### config.mk
export PLATFORM = sky130hd
export DESIGN_NAME = branch_rs_unit
export DESIGN_NICKNAME = d
export VERILOG_FILES = /design/src/rtl/bru_pkg.sv /design/src/rtl/branch_cond_eval.sv /design/src/rtl/branch_rs_unit.sv
export SDC_FILE = /design/constraint.sdc
export NUM_CORES = 2
export LEC_CHECK = 0
export CAP_MARGIN = 40
export CORE_MARGIN = 2
export CORE_UTILIZATION = 40
export DETAILED_ROUTE_END_ITERATION = 8
export HOLD_SLACK_MARGIN = 0.15
export PLACE_DENSITY_LB_ADDON = 0.1
export SLEW_MARGIN = 20
export SYNTH_ARGS = -nofsm -noshare
export SYNTH_HDL_FRONTEND = slang
export SYNTH_SLANG_ARGS = --single-unit
### constraint.sdc
create_clock -name clk -period 19.9 [get_ports clk]
set_input_delay 5.97 -clock clk [delete_from_list [all_inputs] [get_ports clk]]
set_output_delay 5.97 -clock clk [all_outputs]
set_load 0.05 [all_outputs]
### src/rtl/bru_pkg.sv
// Shared types for the branch reservation station: op encoding, entry
// control fields and the invalid-tag helper.
package bru_pkg;

  typedef enum logic [2:0] {
    OP_BEQ  = 3'd0,
    OP_BNE  = 3'd1,
    OP_BLT  = 3'd2,
    OP_BGE  = 3'd3,
    OP_BLTU = 3'd4,
    OP_BGEU = 3'd5,
    OP_JAL  = 3'd6,
    OP_JALR = 3'd7
  } bru_op_e;

  // Wide enough for the relative age of up to 16 entries.
  localparam int unsigned AGE_W = 4;

  // Control portion of an entry; operand/PC payload lives in
  // width-parameterised arrays in the station itself.
  typedef struct packed {
    logic             valid;
    bru_op_e          op;
    logic [AGE_W-1:0] age;
  } rs_entry_t;

  // All-ones tag of the given width, used as the "operand ready" marker.
  function automatic logic [31:0] tag_invalid(input int unsigned tag_w);
    return (tag_w >= 32) ? 32'hFFFF_FFFF : ((32'd1 << tag_w) - 32'd1);
  endfunction

endpackage

### src/rtl/branch_cond_eval.sv
// Branch condition and next-PC evaluation (combinational).
// Optional feature: define BRU_JALR_EN to resolve op 7 as JALR.
module branch_cond_eval
  import bru_pkg::*;
#(
  parameter int unsigned XLEN = 32
) (
  input  bru_op_e         op,
  input  logic [XLEN-1:0] val1,
  input  logic [XLEN-1:0] val2,
  input  logic [XLEN-1:0] pc,
  input  logic [XLEN-1:0] offset,
  output logic            taken,
  output logic [XLEN-1:0] next_pc
);

  logic [XLEN-1:0] seq_pc;
  logic [XLEN-1:0] tgt_pc;
`ifdef BRU_JALR_EN
  logic [XLEN-1:0] jalr_sum;
`endif

  assign seq_pc = pc + XLEN'(4);
  assign tgt_pc = pc + offset;
`ifdef BRU_JALR_EN
  assign jalr_sum = val1 + offset;
`endif

  // Compare per op, then choose the fall-through or branch target.
  always_comb begin
    taken   = 1'b0;
    next_pc = seq_pc;
    unique case (op)
      OP_BEQ:  taken = (val1 == val2);
      OP_BNE:  taken = (val1 != val2);
      OP_BLT:  taken = ($signed(val1) <  $signed(val2));
      OP_BGE:  taken = ($signed(val1) >= $signed(val2));
      OP_BLTU: taken = (val1 <  val2);
      OP_BGEU: taken = (val1 >= val2);
      OP_JAL:  taken = 1'b1;
      OP_JALR: taken = 1'b0;
      default: taken = 1'b0;
    endcase
    if (taken) next_pc = tgt_pc;
`ifdef BRU_JALR_EN
    if (op == OP_JALR) begin
      taken   = 1'b1;
      next_pc = {jalr_sum[XLEN-1:1], 1'b0};
    end
`endif
  end

endmodule

### src/rtl/branch_rs_unit.sv
// Branch reservation station: stores waiting branches, captures operands
// from the result broadcast, issues the oldest ready entry each cycle and
// registers its resolved outcome.
// Optional feature: BRU_JALR_EN (JALR resolution in branch_cond_eval).
module branch_rs_unit
  import bru_pkg::*;
#(
  parameter int unsigned DEPTH = 4,
  parameter int unsigned XLEN  = 32,
  parameter int unsigned TAG_W = 4,
  parameter int unsigned CDB_N = 2
) (
  input  logic                        clk,
  input  logic                        rst,
  input  logic                        in_valid,
  output logic                        in_ready,
  input  logic [TAG_W-1:0]            in_target,
  input  logic [2:0]                  in_op,
  input  logic [XLEN-1:0]             in_val1,
  input  logic [XLEN-1:0]             in_val2,
  input  logic [TAG_W-1:0]            in_tag1,
  input  logic [TAG_W-1:0]            in_tag2,
  input  logic [XLEN-1:0]             in_pc,
  input  logic [XLEN-1:0]             in_offset,
  input  logic [CDB_N-1:0]            cdb_valid,
  input  logic [CDB_N-1:0][TAG_W-1:0] cdb_tag,
  input  logic [CDB_N-1:0][XLEN-1:0]  cdb_val,
  input  logic                        flush,
  output logic                        out_valid,
  output logic [TAG_W-1:0]            out_target,
  output logic                        out_taken,
  output logic [XLEN-1:0]             out_next_pc
);

  localparam int unsigned IDX_W = (DEPTH > 1) ? $clog2(DEPTH) : 1;
  localparam logic [TAG_W-1:0] TAG_INV = TAG_W'(tag_invalid(TAG_W));

  rs_entry_t        entry_q  [DEPTH];
  rs_entry_t        entry_d  [DEPTH];
  logic [TAG_W-1:0] target_q [DEPTH];
  logic [TAG_W-1:0] target_d [DEPTH];
  logic [TAG_W-1:0] tag1_q   [DEPTH];
  logic [TAG_W-1:0] tag1_d   [DEPTH];
  logic [TAG_W-1:0] tag2_q   [DEPTH];
  logic [TAG_W-1:0] tag2_d   [DEPTH];
  logic [XLEN-1:0]  val1_q   [DEPTH];
  logic [XLEN-1:0]  val1_d   [DEPTH];
  logic [XLEN-1:0]  val2_q   [DEPTH];
  logic [XLEN-1:0]  val2_d   [DEPTH];
  logic [XLEN-1:0]  pc_q     [DEPTH];
  logic [XLEN-1:0]  pc_d     [DEPTH];
  logic [XLEN-1:0]  off_q    [DEPTH];
  logic [XLEN-1:0]  off_d    [DEPTH];

  logic             out_valid_q,   out_valid_d;
  logic [TAG_W-1:0] out_target_q,  out_target_d;
  logic             out_taken_q,   out_taken_d;
  logic [XLEN-1:0]  out_next_pc_q, out_next_pc_d;

  logic             free_found;
  logic [IDX_W-1:0] free_idx;
  logic             sel_found;
  logic [IDX_W-1:0] sel_idx;
  logic [AGE_W-1:0] sel_age;
  logic             do_insert;
  logic             do_issue;
  logic             ev_taken;
  logic [XLEN-1:0]  ev_next_pc;

  // Lowest-index free slot; its existence is the ready indication.
  always_comb begin
    free_found = 1'b0;
    free_idx   = '0;
    for (int unsigned i = 0; i < DEPTH; i++) begin
      if (!entry_q[i].valid && !free_found) begin
        free_found = 1'b1;
        free_idx   = IDX_W'(i);
      end
    end
  end

  // Oldest eligible entry: age counts younger valid entries, so the
  // largest age wins.
  always_comb begin
    sel_found = 1'b0;
    sel_idx   = '0;
    sel_age   = '0;
    for (int unsigned i = 0; i < DEPTH; i++) begin
      if (entry_q[i].valid && (tag1_q[i] == TAG_INV) && (tag2_q[i] == TAG_INV) &&
          (!sel_found || (entry_q[i].age > sel_age))) begin
        sel_found = 1'b1;
        sel_idx   = IDX_W'(i);
        sel_age   = entry_q[i].age;
      end
    end
  end

  assign in_ready  = free_found;
  assign do_insert = in_valid && free_found && !flush;
  assign do_issue  = sel_found && !flush;

  branch_cond_eval #(.XLEN(XLEN)) u_cond (
    .op      (entry_q[sel_idx].op),
    .val1    (val1_q[sel_idx]),
    .val2    (val2_q[sel_idx]),
    .pc      (pc_q[sel_idx]),
    .offset  (off_q[sel_idx]),
    .taken   (ev_taken),
    .next_pc (ev_next_pc)
  );

  // Next state: wakeup, age maintenance, issue/free, insert, then flush.
  always_comb begin
    logic             hit1;
    logic             hit2;
    logic [TAG_W-1:0] nt1;
    logic [TAG_W-1:0] nt2;
    logic [XLEN-1:0]  nv1;
    logic [XLEN-1:0]  nv2;
    hit1     = 1'b0;
    hit2     = 1'b0;
    entry_d  = entry_q;
    target_d = target_q;
    tag1_d   = tag1_q;
    tag2_d   = tag2_q;
    val1_d   = val1_q;
    val2_d   = val2_q;
    pc_d     = pc_q;
    off_d    = off_q;

    for (int unsigned i = 0; i < DEPTH; i++) begin
      if (entry_q[i].valid) begin
        hit1 = 1'b0;
        hit2 = 1'b0;
        for (int unsigned c = 0; c < CDB_N; c++) begin
          if (cdb_valid[c] && !hit1 && (tag1_q[i] != TAG_INV) && (cdb_tag[c] == tag1_q[i])) begin
            hit1      = 1'b1;
            val1_d[i] = cdb_val[c];
            tag1_d[i] = TAG_INV;
          end
          if (cdb_valid[c] && !hit2 && (tag2_q[i] != TAG_INV) && (cdb_tag[c] == tag2_q[i])) begin
            hit2      = 1'b1;
            val2_d[i] = cdb_val[c];
            tag2_d[i] = TAG_INV;
          end
        end
        if (do_issue && (IDX_W'(i) == sel_idx)) begin
          entry_d[i].valid = 1'b0;
          entry_d[i].age   = '0;
        end else begin
          // Every survivor gains the new entry as a younger peer and loses
          // the issued one if that one was younger than itself.
          entry_d[i].age = entry_q[i].age + AGE_W'(do_insert)
                         - AGE_W'(do_issue && (entry_q[i].age > sel_age));
        end
      end
    end

    nt1  = in_tag1;
    nt2  = in_tag2;
    nv1  = in_val1;
    nv2  = in_val2;
    hit1 = 1'b0;
    hit2 = 1'b0;
    for (int unsigned c = 0; c < CDB_N; c++) begin
      if (cdb_valid[c] && !hit1 && (in_tag1 != TAG_INV) && (cdb_tag[c] == in_tag1)) begin
        hit1 = 1'b1;
        nv1  = cdb_val[c];
        nt1  = TAG_INV;
      end
      if (cdb_valid[c] && !hit2 && (in_tag2 != TAG_INV) && (cdb_tag[c] == in_tag2)) begin
        hit2 = 1'b1;
        nv2  = cdb_val[c];
        nt2  = TAG_INV;
      end
    end
    if (do_insert) begin
      entry_d[free_idx].valid = 1'b1;
      entry_d[free_idx].op    = bru_op_e'(in_op);
      entry_d[free_idx].age   = '0;
      target_d[free_idx]      = in_target;
      tag1_d[free_idx]        = nt1;
      tag2_d[free_idx]        = nt2;
      val1_d[free_idx]        = nv1;
      val2_d[free_idx]        = nv2;
      pc_d[free_idx]          = in_pc;
      off_d[free_idx]         = in_offset;
    end

    if (flush) begin
      for (int unsigned i = 0; i < DEPTH; i++) entry_d[i] = '0;
    end
  end

  // Result register: loads on issue, otherwise holds.
  always_comb begin
    out_valid_d   = do_issue;
    out_target_d  = out_target_q;
    out_taken_d   = out_taken_q;
    out_next_pc_d = out_next_pc_q;
    if (do_issue) begin
      out_target_d  = target_q[sel_idx];
      out_taken_d   = ev_taken;
      out_next_pc_d = ev_next_pc;
    end
  end

  // Control state and result registers with synchronous reset.
  always_ff @(posedge clk) begin
    if (rst) begin
      for (int unsigned i = 0; i < DEPTH; i++) entry_q[i] <= '0;
      out_valid_q   <= 1'b0;
      out_target_q  <= TAG_INV;
      out_taken_q   <= 1'b0;
      out_next_pc_q <= '0;
    end else begin
      entry_q       <= entry_d;
      out_valid_q   <= out_valid_d;
      out_target_q  <= out_target_d;
      out_taken_q   <= out_taken_d;
      out_next_pc_q <= out_next_pc_d;
    end
  end

  // Entry payload; only meaningful while the entry is valid.
  always_ff @(posedge clk) begin
    target_q <= target_d;
    tag1_q   <= tag1_d;
    tag2_q   <= tag2_d;
    val1_q   <= val1_d;
    val2_q   <= val2_d;
    pc_q     <= pc_d;
    off_q    <= off_d;
  end

  assign out_valid   = out_valid_q;
  assign out_target  = out_target_q;
  assign out_taken   = out_taken_q;
  assign out_next_pc = out_next_pc_q;

endmodule

==> results_tabular.tex <==
\begin{tabular}{lr}
\hline
Metric & Value \\
\hline
\multicolumn{2}{l}{\textbf{Clock tree}} \\
\quad TritonCTS clock tree & built \\
\quad CTS HTree Levels & 3 \\
\quad Clock root cell & sky130\_fd\_sc\_hd\_\_clkbuf\_16 \\
\quad Number of buffers created by CTS & 74 \\
\quad Number of buffers inserted by hold repair at cts & 0 \\
\quad Post CTS Setup Buffer Count & 0 \\
\quad Number of gates resized after CTS & 0 \\
\quad Clock transition at the registers of the reported paths & 0.06 ns \\
\quad Clock sink count & 630 \\
\quad CTS max path bufs & 3 \\
\quad Clock latency on the worst-skew pair & 0.64 ns \\
\multicolumn{2}{l}{\textbf{Timing}} \\
\quad Max-slew headroom & 35.5\% \\
\quad Fin. Hold Viols & 0 \\
\quad Worst setup margin & 8.86 ns \\
\quad Worst-Margin Slew & 0.967 ns \\
\quad Setup repair after global routing missed its margin & false \\
\quad Time the worst path needs with I/O delays and setup & 11.04 ns \\
\quad F\_max & 0.0906 GHz \\
\quad Count of pins over their slew limit & 0 \\
\quad Clock skew & 0.0213 ns \\
\quad Setup TNS after final layout & 0 ns \\
\quad Final period utilization & 55.5\% \\
\quad Finish-stage setup viols & 0 \\
\multicolumn{2}{l}{\textbf{Critical path}} \\
\quad Crit-path leading delay family & compound AO/OA/AOI/OAI gates \\
\quad Crit-path most repeated cell & sky130\_fd\_sc\_hd\_\_ha\_1 \\
\quad Data arrival time of the critical path & 11.63 ns \\
\quad Largest stage delay on the critical path & 0.69 ns \\
\quad CP max FO & 72 \\
\quad Critical path required time & 20.48 ns \\
\quad Startpoint type of the worst setup path & flip-flop \\
\quad Critical path buffers and inverters & 5 \\
\quad Type of the worst setup path & reg2reg \\
\quad Slowest CP cell & sky130\_fd\_sc\_hd\_\_buf\_4 \\
\quad Crit path capture type & flip-flop \\
\multicolumn{2}{l}{\textbf{Drt}} \\
\quad Via total after detailed routing & 33365 \\
\quad Detailed-route DRC error count & 0 \\
\quad Routed wire length & 148 mm \\
\quad Max layer used & met5 \\
\quad Average wire per standard cell & 28.4 microns \\
\quad DRT antenna net count & 0 \\
\quad Detail Route met3 WL & 15.4 mm \\
\quad Via-to-Cell Ratio & 6.41 \\
\quad Wire length on met2 & 63.3 mm \\
\quad Detailed Routing Iterations Pass 1 & 7 \\
\quad Met1 wire length & 64.5 mm \\
\quad First-iteration detailed-routing DRC count & 4239 \\
\multicolumn{2}{l}{\textbf{Synthesis}} \\
\quad Total standard cell area after synthesis & 35300 sq um \\
\quad Count of yosys warnings during synthesis & 0 \\
\quad Most common flop cell mapped by yosys & sky130\_fd\_sc\_hd\_\_dfxtp\_1 \\
\quad Gate Count Post-Synth & 3955 \\
\quad Sequential cell area fraction in the yosys report & 43.4\% \\
\quad Fraction of registers with async set/reset & 0\% \\
\quad Register bit count reported by yosys & 630 \\
\quad Mean Syn Cell Area & 8.93 sq um \\
\quad Post-synthesis net count & 4289 \\
\quad Count of different cell masters after synthesis & 85 \\
\quad Number of flops mapped to enable cells by yosys & 272 \\
\multicolumn{2}{l}{\textbf{Placement}} \\
\quad DP Wirelength & 90.3 mm \\
\quad Routability cong. & 0.900 \\
\quad Port Buf Inserts & 259 \\
\quad Worst setup timing slack at the placement stage & 8.71 ns \\
\multicolumn{2}{l}{\textbf{Status}} \\
\quad Run status & finished, final reports clean \\
\multicolumn{2}{l}{\textbf{GRT}} \\
\quad Wire length of the first global-routing pass & 215 mm \\
\quad Largest net degree at the start of global routing & 73 \\
\quad Via count of the first global-routing pass & 31355 \\
\quad Grt total ovfl & 0 \\
\quad Initial antenna violation count & 6 \\
\quad GRT Util Overall & 31.7\% \\
\multicolumn{2}{l}{\textbf{Flow run}} \\
\quad Maximum capacitance violations & 0 \\
\multicolumn{2}{l}{\textbf{Power}} \\
\quad Power density of the placed cells & 81.0 nW/um\^{}2 \\
\quad Leak Pwr & 14.7 nW \\
\quad Worst vdd ir & 65.6 uV \\
\multicolumn{2}{l}{\textbf{Final layout}} \\
\quad Area delta synth->final & 17.0\% \\
\quad Fin nets & 4332 \\
\quad Commonest non-fill, non-tap cell in the layout & sky130\_fd\_sc\_hd\_\_nor2\_1 \\
\quad Commonest cells after routing, fill and taps aside & sky130\_fd\_sc\_hd\_\_nor2\_1, sky130\_fd\_sc\_hd\_\_dfxtp\_1, sky130\_fd\_sc\_hd\_\_nand2\_1 \\
\quad Fraction of layout instances using a drive strength above 1 & 7.06\% \\
\multicolumn{2}{l}{\textbf{Floorplanning}} \\
\quad Area of the core & 87200 sq um \\
\quad Die Y & 301 microns \\
\quad Starting density of the core & 40.5\% \\
\quad Number of rows in the core area & 108 \\
\quad Top-Level Pins & 260 \\
\quad Chip Width & 301 microns \\
\quad Area of the die & 90600 sq um \\
\multicolumn{2}{l}{\textbf{Hold path}} \\
\quad Hold Crit Class & reg2reg \\
\hline
\end{tabular}
## synthesized netlist by cell type, types with 62 or more instances
library cell	number	area [sq um]
sky130_fd_sc_hd__a221oi_1	222	1940
sky130_fd_sc_hd__nor2_1	582	2180
sky130_fd_sc_hd__a22o_1	247	2160
sky130_fd_sc_hd__a21oi_1	210	1050
sky130_fd_sc_hd__or3_1	71	444
sky130_fd_sc_hd__nand2_1	279	1050
sky130_fd_sc_hd__o22ai_1	95	594
sky130_fd_sc_hd__edfxtp_1	272	8170
sky130_fd_sc_hd__o21ai_0	268	1340
sky130_fd_sc_hd__clkbuf_1	338	1270
sky130_fd_sc_hd__xnor2_1	72	631
sky130_fd_sc_hd__mux2i_1	82	821
sky130_fd_sc_hd__ha_1	108	1350
sky130_fd_sc_hd__dfxtp_1	358	7170
sky130_fd_sc_hd__inv_1	62	233
sky130_fd_sc_hd__nand3_1	98	490
## flip-flops by register name, indices dropped and copies added (netlist names), 32 cells and up
signal	cells
entry_q	32
off_q	128
out_next_pc	32
pc_q	128
val1_q	128
val2_q	128
## final cells by class
cell class              count  area (sq um)
diodes                      1          2.50
clock buffers             101          2040
clock inverters            27           303
fillers                  8312         45900
inverters                  65           264
multi-input cells        2872         18400
flip-flops and latches    630         15300
well taps                1155          1450
repair buffers            355          3470
## kinds of logic after synthesis
kind of cell | Yosys count | synth area share [%]
buffers and inverters | 453 | 5.06
XOR/XNOR | 121 | 3.00
AO/OA/AOI/OAI | 1326 | 26.3
multiplexers | 85 | 2.42
adder cells (fa/ha/maj) | 113 | 4.11
flip-flops | 630 | 43.4
AND/OR/NAND/NOR | 1227 | 15.6
## path summary, 6_finish.rpt
path               start              end  slack [ns]  cells after the start
max           tag2_q[13]  out_next_pc[29]        8.86                     38
min          entry_q[30]      entry_q[30]        0.45                      2
max reg2reg   tag2_q[13]  out_next_pc[29]        8.86                     38
min reg2reg  entry_q[30]      entry_q[30]        0.45                      2
## metal layers
layer | global-route usage (%) | vias up
met3 | 7.06 | 345
met5 | 0 | -
li1 | - | 14863
met2 | 47.3 | 1887
met4 | 10.9 | 6
met1 | 45.1 | 16264
## power by group
group          internal [mW]  switching, mW
Combinational          0.208          0.276
Clock                  0.767          0.590
Sequential              1.44         0.0593
## tightest hold or removal path, stage by stage (launching register included)
cell and delay (ns):
sky130_fd_sc_hd__dfxtp_1 0.31, sky130_fd_sc_hd__nand2_1 0.05, sky130_fd_sc_hd__a21oi_1 0.05
## through the flow
| step | cell area (sq um) | hold slack [ns] | util, % | cells | total power [mW] |
|---|---|---|---|---|---|
| after floorplan | 35300 | 0.430 | - | 3955 | 1.82 |
| after global placement | 38600 | 0.443 | 44.3 | 5057 | 1.99 |
| after detailed placement | 38900 | 0.446 | 44.6 | 5071 | 2.00 |
| after CTS | 41200 | 0.456 | 47.3 | 5199 | 3.34 |
| after global routing | 41300 | 0.468 | 47.4 | 5206 | 3.46 |
| final | 41300 | 0.455 | 47.4 | 5206 | 3.34 |
No activity file was read; power rests on OpenSTA's default activity.
